===== config.mk =====
export PLATFORM = sky130hd
export DESIGN_NAME = score_bitmap_gen_flat
export DESIGN_NICKNAME = d
export VERILOG_FILES = /design/src/rtl/score_bitmap_gen_if.sv /design/src/rtl/score_bitmap_gen.sv /design/src/flat_wrapper.sv
export SDC_FILE = /design/constraint.sdc
export NUM_CORES = 1
export LEC_CHECK = 0
export ABC_AREA = 1
export CORE_MARGIN = 2
export CORE_UTILIZATION = 48
export DETAILED_ROUTE_END_ITERATION = 10
export PLACE_DENSITY = 0.76
export SYNTH_ARGS = -nofsm -noshare
export SYNTH_HDL_FRONTEND = slang
export SYNTH_SLANG_ARGS = --single-unit

===== constraint.sdc =====
create_clock -name clk -period 1.8 [get_ports clk]
set_input_delay 0.36 -clock clk [delete_from_list [all_inputs] [get_ports clk]]
set_output_delay 0.36 -clock clk [all_outputs]
set_load 0.05 [all_outputs]

===== src/rtl/score_bitmap_gen_if.sv =====
// Bus between the tile/frame control side and score_bitmap_gen.
// Slave is the generator. Master is whatever drives hits, frame strobes and
// digit selection, and reads back the score and glyph.
interface score_bitmap_gen_if;
  logic        hit;
  logic        clear;
  logic        animate;
  logic [1:0]  digit_sel;
  logic [9:0]  score;
  logic [11:0] bcd;
  logic [31:0] bitmap;
  logic        bitmap_valid;
  logic        busy;

  modport master (
    output hit, clear, animate, digit_sel,
    input  score, bcd, bitmap, bitmap_valid, busy
  );

  modport slave (
    input  hit, clear, animate, digit_sel,
    output score, bcd, bitmap, bitmap_valid, busy
  );
endinterface


===== src/rtl/score_bitmap_gen.sv =====
// Score counter, per-frame binary-to-BCD conversion and 4x8 digit glyph
// generation for the score renderer.
//
// state    | meaning
// ---------+-----------------------------------------------------------
// S_IDLE   | waiting for animate or a pending request; glyph held
// S_CONVERT| double-dabble, one iteration per cycle, 10 cycles
// S_LOOKUP | register bcd, blank/select digit, register glyph, pulse valid
//
// An animate seen while not idle is remembered in pending_q, so a frame
// strobe is never lost. Any number of strobes during one conversion
// collapse into a single follow-up conversion.
module score_bitmap_gen #(
  parameter int unsigned MAX_SCORE = 999
) (
  input  logic               clk,
  input  logic               res,
  score_bitmap_gen_if.slave  bus
);

  typedef enum logic [1:0] {
    S_IDLE    = 2'd0,
    S_CONVERT = 2'd1,
    S_LOOKUP  = 2'd2
  } state_t;

  localparam logic [9:0] MAX_SCORE_W = 10'(MAX_SCORE);
  localparam logic [3:0] LAST_ITER   = 4'd9;

  state_t      state_q, state_d;
  logic [9:0]  score_q, score_d;
  logic [21:0] sr_q, sr_d;
  logic [3:0]  iter_q, iter_d;
  logic [1:0]  sel_q, sel_d;
  logic        pending_q, pending_d;
  logic [11:0] bcd_q, bcd_d;
  logic [31:0] bitmap_q, bitmap_d;
  logic        valid_q, valid_d;

  logic [3:0]  digit_nib;
  logic        digit_blank;

  // One double-dabble step: add 3 to each BCD nibble >= 5, then shift left.
  function automatic logic [21:0] dd_step(input logic [21:0] sr);
    logic [21:0] t;
    t = sr;
    for (int i = 0; i < 3; i++) begin
      if (t[10 + 4*i +: 4] >= 4'd5) begin
        t[10 + 4*i +: 4] = t[10 + 4*i +: 4] + 4'd3;
      end
    end
    return {t[20:0], 1'b0};
  endfunction

  // 4x8 glyphs, bit index = 4*row + col, row 0 at the top.
  function automatic logic [31:0] glyph(input logic [3:0] d);
    logic [31:0] g;
    case (d)
      4'd0:    g = 32'h69999996;
      4'd1:    g = 32'hE4444464;
      4'd2:    g = 32'hF1124896;
      4'd3:    g = 32'h69886896;
      4'd4:    g = 32'h8888F999;
      4'd5:    g = 32'h6988711F;
      4'd6:    g = 32'h69997116;
      4'd7:    g = 32'h2224488F;
      4'd8:    g = 32'h69996996;
      4'd9:    g = 32'h688E9996;
      default: g = 32'h00000000;
    endcase
    return g;
  endfunction

  // Score counter: clear wins over hit, hit saturates at MAX_SCORE.
  always_comb begin
    score_d = score_q;
    if (bus.clear) begin
      score_d = '0;
    end else if (bus.hit && (score_q < MAX_SCORE_W)) begin
      score_d = score_q + 10'd1;
    end
  end

  // Pick the snapped digit from the freshly converted BCD and decide blanking.
  always_comb begin
    digit_nib   = 4'd0;
    digit_blank = 1'b1;
    case (sel_q)
      2'd0: begin
        digit_nib   = sr_q[13:10];
        digit_blank = 1'b0;
      end
      2'd1: begin
        digit_nib   = sr_q[17:14];
        digit_blank = (sr_q[17:14] == 4'd0) && (sr_q[21:18] == 4'd0);
      end
      2'd2: begin
        digit_nib   = sr_q[21:18];
        digit_blank = (sr_q[21:18] == 4'd0);
      end
      default: begin
        digit_nib   = 4'd0;
        digit_blank = 1'b1;
      end
    endcase
  end

  // FSM next state, conversion datapath and output register updates.
  always_comb begin
    state_d   = state_q;
    sr_d      = sr_q;
    iter_d    = iter_q;
    sel_d     = sel_q;
    pending_d = pending_q;
    bcd_d     = bcd_q;
    bitmap_d  = bitmap_q;
    valid_d   = 1'b0;

    if (bus.animate && (state_q != S_IDLE)) begin
      pending_d = 1'b1;
    end

    case (state_q)
      S_IDLE: begin
        if (bus.animate || pending_q) begin
          sr_d      = {12'b0, score_q};
          sel_d     = bus.digit_sel;
          iter_d    = 4'd0;
          pending_d = 1'b0;
          state_d   = S_CONVERT;
        end
      end
      S_CONVERT: begin
        sr_d   = dd_step(sr_q);
        iter_d = iter_q + 4'd1;
        if (iter_q == LAST_ITER) begin
          state_d = S_LOOKUP;
        end
      end
      S_LOOKUP: begin
        bcd_d    = sr_q[21:10];
        bitmap_d = digit_blank ? 32'h00000000 : glyph(digit_nib);
        valid_d  = 1'b1;
        state_d  = S_IDLE;
      end
      default: begin
        state_d = S_IDLE;
      end
    endcase
  end

  // State and datapath registers; reset aborts any conversion in flight.
  always_ff @(posedge clk or negedge res) begin
    if (!res) begin
      state_q   <= S_IDLE;
      score_q   <= '0;
      sr_q      <= '0;
      iter_q    <= '0;
      sel_q     <= '0;
      pending_q <= 1'b0;
      bcd_q     <= '0;
      bitmap_q  <= '0;
      valid_q   <= 1'b0;
    end else begin
      state_q   <= state_d;
      score_q   <= score_d;
      sr_q      <= sr_d;
      iter_q    <= iter_d;
      sel_q     <= sel_d;
      pending_q <= pending_d;
      bcd_q     <= bcd_d;
      bitmap_q  <= bitmap_d;
      valid_q   <= valid_d;
    end
  end

  assign bus.score        = score_q;
  assign bus.bcd          = bcd_q;
  assign bus.bitmap       = bitmap_q;
  assign bus.bitmap_valid = valid_q;
  assign bus.busy         = (state_q != S_IDLE);

endmodule

===== src/flat_wrapper.sv =====
// flat-port wrapper written by rule: the top's interface ports become plain ports
module score_bitmap_gen_flat 
#(
  parameter int unsigned MAX_SCORE = 999
)
  (clk, res, bus_hit, bus_clear, bus_animate, bus_digit_sel, bus_score, bus_bcd, bus_bitmap, bus_bitmap_valid, bus_busy);
  score_bitmap_gen_if bus_i ();
  input  logic clk;
  input  logic res;
  input wire logic [$bits(bus_i.hit)-1:0] bus_hit;
  input wire logic [$bits(bus_i.clear)-1:0] bus_clear;
  input wire logic [$bits(bus_i.animate)-1:0] bus_animate;
  input wire logic [$bits(bus_i.digit_sel)-1:0] bus_digit_sel;
  output wire logic [$bits(bus_i.score)-1:0] bus_score;
  output wire logic [$bits(bus_i.bcd)-1:0] bus_bcd;
  output wire logic [$bits(bus_i.bitmap)-1:0] bus_bitmap;
  output wire logic [$bits(bus_i.bitmap_valid)-1:0] bus_bitmap_valid;
  output wire logic [$bits(bus_i.busy)-1:0] bus_busy;
  assign bus_i.hit = bus_hit;
  assign bus_i.clear = bus_clear;
  assign bus_i.animate = bus_animate;
  assign bus_i.digit_sel = bus_digit_sel;
  assign bus_score = bus_i.score;
  assign bus_bcd = bus_i.bcd;
  assign bus_bitmap = bus_i.bitmap;
  assign bus_bitmap_valid = bus_i.bitmap_valid;
  assign bus_busy = bus_i.busy;
  score_bitmap_gen #(.MAX_SCORE(MAX_SCORE)) u_core (.clk(clk), .res(res), .bus(bus_i));
endmodule

==> metrics.yaml <==
status:
  status: "finished clean"
detailed_routing:
  first_pass_iters: 4
  vias_per_cell: 5.25
  wl_per_cell_um: 13.7
  wirelength_um: 8970
  ant_nets: 0
  drt_iter0_drc: 132
  drc: 0
  vias: 3433
floorplan:
  fp.dieH_um: 93.7
  num_rows: 32
  coreArea_mm2: 0.00777
  start_util: 0.497
  die_area_mm2: 0.00878
  io_pins: 63
  fp.dieW_um: 93.7
finish:
  insertedDiodeCount: 0
  finalNetCount: 573
  fin_cells: 654
  multiInputGateArea_mm2: 0.00182
  final-seq-area_mm2: 0.00188
  area_growth_pct: 29.2
  design_area_mm2: 0.00499
  drive_above_1_share: 0.275
  fin_util: 0.642
  fillerInstances: 644
cts:
  clk_path_buf_depth: 2
  cts_buffers: 9
  cts_tree: "built"
  clk_latency_ns: 0.35
  clockRootBuffer: "clkbuf_8"
  clock-sinks: 75
  cts_hold_buf: 0
  h-tree-depth: 3
  clk_pin_slew_worst_paths_ns: 0.08
worst_setup_path:
  cp.required_ns: 2.07
  path_class: "reg2reg"
  cp-end-kind: "flip-flop"
  crit_arrival_ns: 2.06
  cp_top_family: "flip-flops"
  critical-path-max-stage-delay_ns: 0.44
  slowest_stage: "dfrtp_2"
  path_cells: "inv_4, nand3_1, nand2_1, nor2_2, a21oi_2, inv_2, ha_4, inv_1, nand2_1, o21ai_1, o21ai_1"
  path_buf_inv: 3
  setup.worst_path.start_class: "flip-flop"
  path_max_fanout: 6
job:
  maxCapViolations: 0
global_routing:
  grt_pass1_vias: 3233
  antenna_found_initial: 0
  grt_usage: 0.209
  grt_pass1_wl_um: 14700
  grt_max_degree: 76
  grt_overflow_total: 0
power:
  vdd_drop_max_uv: 588
  combPwrFrac: 0.573
  p_int_mw: 5.59
  p_leak_nw: 2.56
  power.switching_mw: 5.07
  switching_share: 0.475
  power_frac_seq: 0.264
  p_clk_frac: 0.163
  power_density_mw_per_mm2: 2140
synthesis:
  syn-num-nets: 495
  synth_flop_cell: "dfrtp_1"
  yosys_register_bits: 75
  netlist_instances: 469
  ys_warn_count: 0
  ys_seq_area_frac: 0.486
  async_flop_share: 1.00
  synthDistinctLibCells: 32
  synth_enable_flop_cells: 0
  synth_area_per_cell_um2: 8.23
  netlist_area_mm2: 0.00386
placement:
  place_area_mm2: 0.00450
  pre_cts_ws_ns: -0.0862
  portBuffers: 61
  dpl.cell_count: 631
  hpwl_um: 6120
  finalWeightedCongestion: 0.930
timing:
  fin_skew_ns: 0.00987
  post-route-period-util: 0.996
  slew_viol_final: 0
  setup_viol: 0
  rsz0062_at_grt: "yes"
  setup-tns-final_ns: 0
  fin_ws_ns: 0.00694
  max_freq_mhz: 558
  min_period_ns: 1.79
  finalHoldViolations: 0
worst_hold_path:
  min_path_type: "in2async"
placed cells by master (no fill, tap or decap), types with 3 or more instances in the layout:
cell type / n
nand2_1: 119
buf_4: 81
dfrtp_1: 72
o21ai_0: 40
inv_1: 37
nor2_1: 32
nand3_1: 27
a21oi_1: 16
ha_1: 13
o22ai_1: 12
nand2_2: 11
nand4_1: 11
clkbuf_8: 11
inv_2: 6
nor2_2: 6
nand3_2: 5
o21ai_1: 5
clkdlybuf4s50_1: 5
a21oi_4: 4
ha_4: 4
bufinv_16: 4
or2_2: 3
nand2_4: 3
o21bai_1: 3
dfrtp_2: 3
sequential cells by signal, indices dropped and copies added (netlist names):
name	count
u_core.bus.bitmap_valid	1
u_core.sel_q	2
u_core.iter_q	4
u_core.sr_q	22
u_core.bus.bcd	12
u_core.bus.bitmap	21
u_core.state_q	2
u_core.pending_q	1
u_core.bus.score	10
worst reg2reg max path: cells and delay by family, from the launching register on:
family,cells,cell delay (ns)
flops,1,0.44
compound gates,3,0.41
simple gates,4,0.34
fa+ha+maj,1,0.27
buf+inv,3,0.24
area by class of cell:
cell class	count	share of cell area
Timing Repair Buffer	90	0.141
Clock inverter	4	0.0241
Multi-Input combinational cell	325	0.365
Tap cell	102	0.0256
Sequential cell	75	0.377
Inverter	46	0.0356
Clock buffer	12	0.0311
through the flow:
stage / total power [mW] / hold WS (ns)
final: 10.7 / 0.0303
after detailed placement: 8.15 / 0.423
after floorplan: 6.62 / 0.0644
after CTS: 9.98 / 0.0498
after global placement: 8.03 / 0.422
after global routing: 11.4 / 0.0624
cells in the mapped netlist (all sizes together), types with 3 or more instances:
library cell	count	area share
ha	19	0.062
or2	4	0.0065
o21ai	45	0.058
a21oi	21	0.035
inv	45	0.044
nor2	39	0.041
dfrtp	75	0.49
nand4	11	0.018
nand3	33	0.046
buf	14	0.027
nand2	133	0.13
o22ai	12	0.019
o21bai	3	0.0058
clkbuf	9	0.0087
power groups by stage:
stage	clock [mW]	combinational, mW	sequential (mW)
after floorplan	0	2.90	3.72
after global placement	0	5.24	2.79
after detailed placement	0	5.33	2.82
after CTS	1.76	5.42	2.80
after global routing	1.84	6.70	2.89
final	1.73	6.11	2.82
repair_timing:
action                                  4_1_cts  5_1_grt
endpoints found under the setup margin       17       25
resized for setup                             3       48
pin swaps                                     0       14
buffers inserted                              1        7
metal layers:
metal,track usage,up-vias,routed length [um]
li1,-,1674,-
met1,0.280,1638,4110
met2,0.343,103,4290
met3,0.0409,18,423
met4,0.0664,0,159
met5,0,-,0
worst paths after layout:
path                       slack [ns]  cells past startpoint               endpoint             start
min in group clk                 0.47                      1       u_core.iter_q[3]  u_core.iter_q[3]
hold reg to reg                  0.47                      1       u_core.iter_q[3]  u_core.iter_q[3]
max in group asynchronous        1.44                      2        u_core.sel_q[1]               res
setup / recovery                0.007                     11  u_core.bus.bitmap[31]   u_core.sel_q[0]
hold / removal                   0.03                      2      u_core.bus.bcd[7]               res
setup reg to reg                0.007                     11  u_core.bus.bitmap[31]   u_core.sel_q[0]
cells by family after synthesis:
family	Yosys count	synth area share
AO/OA/AOI/OAI	83	0.123
other	1	0.000971
AND/OR/NAND/NOR	221	0.246
buffers and inverters	69	0.0804
flip-flops	75	0.486
adder cells (fa/ha/maj)	19	0.0616
XOR/XNOR	1	0.00227
Note: power is estimated with default switching activity, not from simulation.
==> edit, RTL diff (same flow settings) <==
Take the reset off `sr_q` and load it in a clocked block of its own.
--- a/src/rtl/score_bitmap_gen.sv
+++ b/src/rtl/score_bitmap_gen.sv
@@ -156,3 +156,2 @@
       score_q   <= '0;
-      sr_q      <= '0;
       iter_q    <= '0;
@@ -166,3 +165,2 @@
       score_q   <= score_d;
-      sr_q      <= sr_d;
       iter_q    <= iter_d;
@@ -176,2 +174,6 @@
 
+  always_ff @(posedge clk) begin
+    sr_q <= sr_d;
+  end
+
   assign bus.score        = score_q;
Formal check against the unedited RTL: same outputs for any inputs over 10 cycles, from zero or initial values; that may be too few to reach the edited logic, so the function may still have changed.
==> edit against the original RTL <==
- the flow now finishes with violations (negative hold slack)
- die area down 0.47%
- cell count down 4.3%
- via count down 11%
- area after synthesis down 0.49%
- largest cell class unchanged
- cell area down 5.5%
- wire length down 13%
- clock power down 13%
- count of clock-buffer cells in the layout unchanged
- core utilization down 3.2 points
- critical path type unchanged
- sequential power up 5%
- total power down 13%
- sequential cell count unchanged
- first-iteration DRC count up 23%
- worst setup slack better by 0.055 ns
==> edit: results (changes against the original RTL) <==
Average via count per standard cell -> 4.88 (-7.0%)
Leftover overflow at the end of global routing -> 0 (unchanged)
Placed cell area -> 4430 µm² (-1.6%)
Worst Path Max Fanout -> 6 (unchanged)
DRC violation total after the first TritonRoute iteration -> 163 (+23%)
Antenna violations before repair -> 0 (unchanged)
Total GRT Usage -> 0.192 (-0.0168)
Global-route wire length before repair -> 13200 µm (-10%)
Tightest hold margin -> -0.000643 ns (-0.0310 ns)
Master cell of the clock root buffer -> sky130_fd_sc_hd__clkbuf_8
Worst-path cell with the longest stage delay -> sky130_fd_sc_hd__dfrtp_2
Maximum number of pins on one net before global-route repair -> 27 (-64%)
Distinct cell type count of the synthesized netlist -> 30 (-6.3%)
Synthesized net count -> 478 (-3.4%)
Antenna diodes -> 0 (unchanged)
Slew headroom -> 0.623
Fraction of layout instances using a drive strength above 1 -> 0.212 (-0.0635)
Register containing the most flip-flops in the final layout -> u_core.sr_q
Lkg Pwr -> 0.00237 µW (-7.6%)
Maximum level of the CTS H-tree -> 3 (unchanged)
Dominant delay contributor by cell family on the critical path -> simple AND/OR/NAND/NOR gates
Largest register FFs -> 22 (unchanged)
Wire length per cell -> 12.5 µm (-9.0%)
Vias in the first global route -> 2937 (-9.2%)
Setup clock skew after layout -> 0.00412 ns (-0.00575 ns)
Worst supply voltage drop on vdd -> 0.000661 V (+12%)
Detailed Routing Iterations Pass 1 -> 5 (+1)
Run status -> finished, violations left
Final net count -> 545 (-4.9%)
Clk slew on worst S/H paths -> 0.08 ns (about the same)
Final number of hold-violating endpoints -> 2 (+2)
Worst Setup Slack post-DPL -> -0.0115 ns (+0.0747 ns)
Post-synthesis sequential area ratio -> 0.517 (+0.0310)
Largest stage delay, worst path -> 0.48 ns (+0.04 ns)
Final weighted congestion in routability-driven placement -> 0.865 (-7.0%)
Failing checks -> negative hold slack
Main area contributors after synthesis -> sky130_fd_sc_hd__dfrtp_1 35%, sky130_fd_sc_hd__edfxtp_1 17%, sky130_fd_sc_hd__nand2_1 14%
Worst min path class -> in -> async
Number of buffers created by CTS -> 9 (unchanged)
Critical Path AT -> 1.98 ns (-0.08 ns)
Filler cell count in the final layout -> 646 (+0.31%)
Most used flip-flop cell after synthesis -> sky130_fd_sc_hd__dfrtp_1
Commonest cells post-synth -> 141 x sky130_fd_sc_hd__nand2_1, 54 x sky130_fd_sc_hd__inv_1, 53 x sky130_fd_sc_hd__dfrtp_1, 46 x sky130_fd_sc_hd__o21ai_0, 30 x sky130_fd_sc_hd__nor2_1
Clk_lat worst skew -> 0.35 ns (about the same)
Post-synth EDFFs -> 22 (+22)
IO buf count -> 61 (unchanged)
Total of endpoints with negative setup slack in the final report -> 0 (unchanged)
DP HPWL -> 5590 µm (-8.6%)
Buffer levels on the longest clock path -> 2 (unchanged)
Synth async-reset ratio -> 0.707 (-0.293)
edit: stage by stage:
step,utilization,std cells,hold slack (ns),total power [µW]
after floorplan,-,452,0.0644,6400
after global placement,0.573,609,0.382,7590
after detailed placement,0.573,609,0.390,7690
after CTS,0.605,626,0.0124,9260
after global routing,0.610,626,0.0337,10000
final,0.610,626,-0.000643,9310
edit: kinds of logic after synthesis:
kind of cell	after synthesis	share of synthesized area
other	1	0.000976
AOI/OAI and AO/OA	62	0.0824
buffers and inverters	76	0.0876
DFF	75	0.517
and+or+nand+nor	214	0.239
xor gates and xnor gates	5	0.0114
adders and majority gates	19	0.0619
edit: path summary, 6_finish.rpt:
path / end / cells after the start / slack [ns] / startpoint
worst max register to register: u_core.bus.bitmap[20] / 12 / 0.06 / u_core.sel_q[1]
worst min register to register: u_core.bus.bcd[4] / 2 / 0.48 / u_core.bus.bcd[4]
worst max-delay path: u_core.bus.bitmap[20] / 12 / 0.06 / u_core.sel_q[1]
min in group clk: u_core.bus.bcd[4] / 2 / 0.48 / u_core.bus.bcd[4]
worst min-delay path: u_core.bus.bcd[5] / 1 / -0.0006 / res
max in group asynchronous: u_core.bus.score[7] / 2 / 1.18 / res
edit: what timing repair did:
action | in CTS | in global routing
setup buffers | 1 | 0
gates resized for setup | 0 | 16
cloned | 0 | 0
pin swaps | 0 | 1
setup endpoints to repair | 7 | 21
edit: layout make-up:
cell class / count / area (µm²) / share of cell area
inverters: 56 / 215 / 0.0457
multi-input cells: 301 / 1550 / 0.329
clock buffers: 12 / 166 / 0.0353
repair buffers: 76 / 593 / 0.126
flip-flops and latches: 75 / 1990 / 0.422
well taps: 102 / 128 / 0.0271
clock inverters: 4 / 70.1 / 0.0149
edit: metal layers:
| metal | part of all wire | vias to the layer above | GRT usage |
|---|---|---|---|
| met3 | 0.049 | 17 | 0.0403 |
| met1 | 0.46 | 1388 | 0.240 |
| met2 | 0.47 | 88 | 0.318 |
| met4 | 0.025 | 0 | 0.0919 |
| met5 | 0 | - | 0 |
| li1 | - | 1563 | - |
edit: power by group:
group,total (µW),leakage (µW),switching (µW),internal (µW)
Sequential,2970,0.000923,444,2520
Combinational,4830,0.00132,3280,1550
Clock,1510,0.000121,614,899
